$ cat config.mk
export PLATFORM = sky130hd
export DESIGN_NAME = pipeline_control
export DESIGN_NICKNAME = d
export VERILOG_FILES = /design/src/rtl/pipeline_control_pkg.sv /design/src/rtl/pipeline_control_sat_counter.sv /design/src/rtl/pipeline_control.sv
export SDC_FILE = /design/constraint.sdc
export NUM_CORES = 1
export LEC_CHECK = 0
export ABC_AREA = 1
export BUFFER_PORTS_ARGS = -buffer_cell sky130_fd_sc_hd__buf_4
export CELL_PAD_IN_SITES_DETAIL_PLACEMENT = 0
export CELL_PAD_IN_SITES_GLOBAL_PLACEMENT = 2
export CORE_ASPECT_RATIO = 0.5
export CORE_MARGIN = 5
export CORE_UTILIZATION = 25
export CTS_BUF_LIST = sky130_fd_sc_hd__clkbuf_4 sky130_fd_sc_hd__clkbuf_8
export DETAILED_ROUTE_END_ITERATION = 10
export PLACE_DENSITY_LB_ADDON = 0.2
export SYNTH_ARGS = -nofsm -noshare
export SYNTH_HDL_FRONTEND = slang
export SYNTH_SLANG_ARGS = --single-unit
$ cat constraint.sdc
create_clock -name clk -period 2.1 [get_ports clk]
set_input_delay 0.21 -clock clk [delete_from_list [all_inputs] [get_ports clk]]
set_output_delay 0.21 -clock clk [all_outputs]
set_load 0.1 [all_outputs]
$ cat src/rtl/pipeline_control_pkg.sv
// Shared types and constants for the pipeline hazard/flush controller.
package package_project_typedefs;

    // Controller FSM states; encoding is exposed on the ctrl_state debug port.
    typedef enum logic [1:0] {
        RUN        = 2'd0,
        LOAD_STALL = 2'd1,
        FLUSH      = 2'd2
    } PipeCtrlState;

    // Flush cycles applied per taken branch, counting the branch cycle itself.
    localparam int unsigned FLUSH_CYCLES_DEFAULT = 2;

    // Width of the remaining-flush counter; covers the legal 1..7 range.
    localparam int unsigned FLUSH_CNT_W = 3;

endpackage

$ cat src/rtl/pipeline_control_sat_counter.sv
// Saturating up-counter with synchronous reset and clear.
module sat_counter #(
    parameter int unsigned WIDTH = 32
) (
    input  logic             clk,
    input  logic             reset,
    input  logic             clr,
    input  logic             inc,
    output logic [WIDTH-1:0] count
);

    // Clear wins over increment; the count sticks at all-ones.
    always_ff @(posedge clk) begin
        if (reset || clr) begin
            count <= '0;
        end else if (inc && (count != '1)) begin
            count <= count + 1'b1;
        end
    end

endmodule

$ cat src/rtl/pipeline_control.sv
// Pipeline stall/flush controller with performance counters.
// Control outputs are combinational from state and inputs; state is registered.
module pipeline_control
    import package_project_typedefs::*;
#(
    parameter int unsigned FLUSH_CYCLES = FLUSH_CYCLES_DEFAULT,
    parameter int unsigned CNT_W        = 32
) (
    input  logic             clk,
    input  logic             reset,
    input  logic             insert_nop,
    input  logic             branch_taken,
    input  logic             mem_busy,
    input  logic             perf_clear,
    output logic             pc_write_en,
    output logic             if_id_write_en,
    output logic             id_ex_bubble,
    output logic             if_id_flush,
    output logic             pipe_freeze,
    output logic [CNT_W-1:0] stall_cycles,
    output logic [CNT_W-1:0] flush_events,
    output logic [1:0]       ctrl_state
);

    localparam logic [FLUSH_CNT_W-1:0] FLUSH_LOAD  = FLUSH_CNT_W'(FLUSH_CYCLES - 1);
    localparam PipeCtrlState           BRANCH_NEXT = (FLUSH_CYCLES == 1) ? RUN : FLUSH;

    PipeCtrlState           state;
    PipeCtrlState           state_next;
    logic [FLUSH_CNT_W-1:0] flush_cnt;
    logic [FLUSH_CNT_W-1:0] flush_cnt_next;
    logic                   branch_accept;

    // Output decode and next-state logic; priority mem_busy > branch_taken > insert_nop.
    always_comb begin
        pc_write_en    = 1'b1;
        if_id_write_en = 1'b1;
        id_ex_bubble   = 1'b0;
        if_id_flush    = 1'b0;
        pipe_freeze    = 1'b0;
        branch_accept  = 1'b0;
        state_next     = state;
        flush_cnt_next = flush_cnt;

        if (mem_busy) begin
            pc_write_en    = 1'b0;
            if_id_write_en = 1'b0;
            pipe_freeze    = 1'b1;
        end else if (branch_taken) begin
            if_id_flush    = 1'b1;
            id_ex_bubble   = 1'b1;
            branch_accept  = 1'b1;
            flush_cnt_next = FLUSH_LOAD;
            state_next     = BRANCH_NEXT;
        end else begin
            case (state)
                RUN: begin
                    if (insert_nop) begin
                        pc_write_en    = 1'b0;
                        if_id_write_en = 1'b0;
                        id_ex_bubble   = 1'b1;
                        state_next     = LOAD_STALL;
                    end
                end
                LOAD_STALL: begin
                    state_next = RUN;
                end
                FLUSH: begin
                    if_id_flush  = 1'b1;
                    id_ex_bubble = 1'b1;
                    // The counter holds the FLUSH-state cycles still owed, this one included.
                    if (flush_cnt <= FLUSH_CNT_W'(1)) begin
                        flush_cnt_next = '0;
                        state_next     = RUN;
                    end else begin
                        flush_cnt_next = flush_cnt - 1'b1;
                    end
                end
                default: begin
                    state_next     = RUN;
                    flush_cnt_next = '0;
                end
            endcase
        end
    end

    // State and flush counter registers.
    always_ff @(posedge clk) begin
        if (reset) begin
            state     <= RUN;
            flush_cnt <= '0;
        end else begin
            state     <= state_next;
            flush_cnt <= flush_cnt_next;
        end
    end

    assign ctrl_state = state;

    sat_counter #(
        .WIDTH(CNT_W)
    ) u_stall_cnt (
        .clk   (clk),
        .reset (reset),
        .clr   (perf_clear),
        .inc   (~pc_write_en),
        .count (stall_cycles)
    );

    sat_counter #(
        .WIDTH(CNT_W)
    ) u_flush_cnt (
        .clk   (clk),
        .reset (reset),
        .clr   (perf_clear),
        .inc   (branch_accept),
        .count (flush_events)
    );

endmodule

# Word level (Yosys, flattened, before mapping)

Index checks and enable logic that the tools add are counted.

Word-level logic and storage cells: 45
Output and inout port bits: 71
Input port bits: 6
Bits in registers: 69

Bitwise operators: 2
Add/subtract/negate cells: 3
$lt $le $gt $ge: 1
Multiplexer cells: 21
Equality and inequality tests: 7
Reductions and logical operators: 7

Operator list:

| cell                    | count |
|---|---|
| $add A32 B1 Y32 const B | 2 |
| $ne A32 B32 Y1 const B  | 2 |
| $mux W1                 | 13 |
| $mux W2                 | 3 |
| $mux W3                 | 2 |
| $ne A3 B3 Y1 const B    | 2 |
| $pmux W3 S2             | 1 |
| $pmux W2 S2             | 1 |
| $le A3 B1 Y1 const B    | 1 |
| $reduce_and A3 Y1       | 1 |
| $sub A3 B1 Y3 const B   | 1 |
| $eq A2 B1 Y1 const B    | 1 |
| $eq A2 B2 Y1 const B    | 1 |
| $logic_and A1 B1 Y1     | 2 |
| $logic_not A2 Y1        | 1 |
| $ne A2 B1 Y1 const B    | 1 |
| $not A1 Y1              | 2 |
| $pmux W1 S2             | 1 |
| $reduce_and A2 Y1       | 1 |
| $reduce_or A2 Y1        | 1 |
| $logic_or A1 B1 Y1      | 1 |

# Longest topological paths before layout

Depth in word-level cells: 6
Mapped depth: 11
Gate-level depth less buffers: 11

# Cells and area by module

From an unflattened synthesis, not the netlist that was laid out.

Cell total of the unflattened synthesis: 710
Area, all modules: 4415.5 sq um

Modules (own cells, without submodules):

| module           | seq. area each (sq um) | cells each | times used | area an instance (sq um) |
|---|---|---|---|---|
| sat_counter      | 640.6                  | 328        | 2          | 2028.2 |
| pipeline_control | 100.1                  | 54         | 1          | 359.1 |

# Worst setup path before layout

Ideal clock, no wire load.

Path type: reg-to-output
Start point: reg state[1] (netlist: ctrl_state[1])
End point: out if_id_flush
Required time: 1.890 ns
Path slack: -1.412 ns
Cell stages (with the launch flop): 3
Data arrival time: 3.302 ns
Path through: dfxtp_1 -> nand2_1 -> o21ai_0

Cells in the longest elaborated chain, start to end: 4

Ends and longest elaborated chain:

| what                     | line                   | RTL |
|---|---|---|
| start: declaration       | pipeline_control.sv:28 | `PipeCtrlState state;` |
| start signal: assignment | pipeline_control.sv:93 | `state <= state_next;` |
| $eq A2 B2 Y1             | pipeline_control.sv:56 | `case (state)` |
| $mux W1                  | pipeline_control.sv:56 |  |
| $mux W1                  | pipeline_control.sv:49 | `end else if (branch_taken) begin` |
| $mux W1                  | pipeline_control.sv:45 | `if (mem_busy) begin` |
| end: declaration         | pipeline_control.sv:18 | `output logic if_id_flush,` |

Every way passes these cells.

# Worst setup path in the final report

Start point: reg u_flush_cnt.count[0]
End point: reg u_flush_cnt.count[1]

Cells in the longest elaborated chain, start to end: 2
Elaborated cells between the ends (all ways): 3
Those cells by class: add/sub: 1; eq/ne: 1; reduce/logical: 1

Ends and longest elaborated chain:

| what                                                                    | line                               | RTL |
|---|---|---|
| start: declaration                                                      | pipeline_control_sat_counter.sv:9  | `output logic [WIDTH-1:0] count` |
| start signal: assignment                                                | pipeline_control_sat_counter.sv:17 | `count <= count + 1'b1;` |
| parallel branches: the longest is 2 deep, another holds $add A32 B1 Y32 | --                                 |  |

Parallel ways; which one is timed is not known.
A chain may end at the register's enable or synchronous reset.

==> metrics <==
largest net degree at the start of global routing 29; Design Power 0.002624 W; Buf+Inv Stages, Crit Path 1; die area 20,070 sq um; Commonest cells post-synth nand2_1 (181), nor2_1 (155), dfxtp_1 (69); fillcell total 1,834; CTS sink count 69; hold buffers post-CTS 0; CTS buffer count 9; Setup CP Type reg -> reg; MaxCap Viol Count 0; period utilisation layout 90.69%; CTS tree done; CTS Root Cell clkbuf_8; most common cell in the netlist nand2_1; vias in the first global route 4,289; peak supply drop 0.0002572 V; Top delay family on crit path simple AND/OR/NAND/NOR gates; Synth area leader dfxtp_1; Lkg Pwr 2.028 nW; Layout Nets 785; Synth Cell Area 4297 sq um; clock latency on the worst-skew pair 370 ps; fin. max-slew vios 0; global-route wire length before repair 23,250 um; ys async rst share 0%; r2r endpoint u_flush_cnt.count[1]; sequential standard cell area 1434 sq um; Cells after Synth 696; number of port buffers 76; Post-Synthesis Mean Instance Area 6.173 sq um; multi-input logic area 2549 sq um; hpwl dp 11,010 um; initial antenna violation count 0; critical path arrival 2170 ps; routed wire length per instance 14.25 um; largest cells by area after synthesis dfxtp_1 (32%), nand2_1 (16%), nor2_1 (14%); routed wire length 14,340 um; diodes inserted 0; Setup crit start u_flush_cnt.count[0]; crit path time final 1904 ps; Setup Viol. Count Final 0; initial drt markers 194; io pins 77; max incr delay on CP 400 ps; Final TNS setup 0 ps; min-delay src reset; r2r setup slk 200 ps; M2 GR Usage 23.49%; layout cells sized above 1 24.26%; Max Root-Sink Buffers 2; Routed Antenna Nets 0; final global-route overflow total 0; CTS resizes 0; total number of vias 4,573; GRT Total Usage 14.68%; CTS HTree Levels 3; Synth top area share 32.15%; Netlist cell types 31; highest clock rate 525.1 MHz; Worst Hold Path EP ctrl_state[1]; final hold vios 0; Row Count 33; CP startpoint kind flop; Initial DRT Pass Iterations 4; synthesized flop and latch total 69; R2R depth 10; PD cells 488.3 nW/um^2; DIE HEIGHT 102.7 um; Worst slew margin 62.18%; Initial Util 25.89%; clk_skew 11.01 ps; vias per inst 4.546; syn_nets 705; Min-Delay Path Class in -> reg; status finished clean; CP max-delay cell dfxtp_2; dominant synthesized flop cell dfxtp_1; crit-path most repeated cell nor2_1; RSZ-0062 raised after global routing no; crit-path cells ha_1 > nand2_1 > nor2_1 > nand2_1 > nor2_2 > nand2_4 > nand2_4 > inv_2 > nor2_1 > nor2_1; Area Overhead vs Synth 25.07%; busiest layer in global routing met2; GPL Wtd Cong 0.8580; total core area 16,600 sq um; register area share after synthesis 32.15%; Reg2Reg Launch Point u_flush_cnt.count[0]; die width 195.4 um; Setup crit end kind flop; Worst-Margin Slew 566.0 ps; CP Data Required Time 2360 ps; crit path max fanout 28; EDFF count, synth 0; GR Layer Usage met1 20.02%; number of setup buffers added after CTS 0; clk slew on worst S/H paths 80 ps; met3 GRT Util 3.689%; Remaining DRCs 0; warnings from Yosys 0; Worst Hold Depth 2
==> state kept, by name, summed over array words and instances, names as in the netlist <==
register	flops
ctrl_state	2
u_stall_cnt.count	32
u_flush_cnt.count	32
flush_cnt	3
==> layout make-up <==
| cell class | instances | area share (%) |
|---|---|---|
| flip-flops and latches | 69 | 26.68 |
| inverters | 64 | 4.563 |
| multi-input cells | 543 | 47.43 |
| clock inverters | 2 | 0.1863 |
| clock buffers | 12 | 2.957 |
| well taps | 227 | 5.285 |
| repair buffers | 89 | 12.90 |
==> layer usage <==
| layer | part of all wire [%] | wire length [um] |
|---|---|---|
| met2 | 45 | 6422 |
| met1 | 50 | 7201 |
| met4 | 1.3 | 186 |
| met5 | 0 | 0 |
| met3 | 3.7 | 529 |
==> power by group <==
group          switching [W]  total (W)  internal [W]  leakage [nW]
clock network       0.000546    0.00104      0.000491        0.0915
logic               0.000197   0.000259     0.0000625          1.36
registers          0.0000110    0.00133       0.00132         0.578
total               0.000753    0.00262       0.00187          2.03
==> worst max path at each step <==
stage,endpoint,slack (ps),cells after the start
6_report,u_flush_cnt.count[1],200,10
2_1_floorplan,u_flush_cnt.count[25],3,7
3_5_place_dp,u_flush_cnt.count[1],220,10
4_1_cts,if_id_write_en,190,6
3_3_place_gp,u_flush_cnt.count[0],290,10
5_1_grt,u_flush_cnt.count[1],20,10
==> per-stage QoR <==
step	worst slack, ps	instances	cell area, sq um	util, %	hold slack, ps
after floorplan	3.120	696	4360	-	271.7
after global placement	287.0	992	5205	31.36	445.4
after detailed placement	220.5	992	5205	31.36	443.3
after CTS	192.1	1006	5374	32.38	35.32
after global routing	16.03	1006	5374	32.38	49.16
final	195.6	1006	5374	32.38	58.49
==> logic make-up after synthesis <==
group                      Yosys count  share of synthesized area (%)
xor gates and xnor gates             9                          1.834
AOI/OAI and AO/OA                   67                          8.066
and+or+nand+nor                    464                          48.19
adders and majority gates            3                         0.8737
DFF                                 69                          32.15
buffers and inverters               84                          8.882
==> cells in the final DEF, fill, tap and decap left out <==
cell and instances:
clkinv_1 1, clkbuf_8 11, a31oi_1 4, nor2_4 9
nor3_1 8, dfxtp_1 27, clkinv_2 3, a21oi_1 52
nand3_1 61, a21oi_2 1, clkbuf_4 1, nand2_4 3
buf_12 2, nand3_2 7, nor2_2 8, nor2_1 154
o21ai_1 1, ha_1 3, nand3b_1 2, inv_2 5
clkinvlp_4 1, a211oi_1 1, nand2_1 181, nand2_2 7
o21ai_0 6, o21ai_2 1, xor2_1 5, inv_1 56
dfxtp_2 42, nand3_4 1, nand4_1 22, a221oi_1 1
buf_4 87, xnor2_1 4, and2_1 1
(Power assumes the default switching activity.)
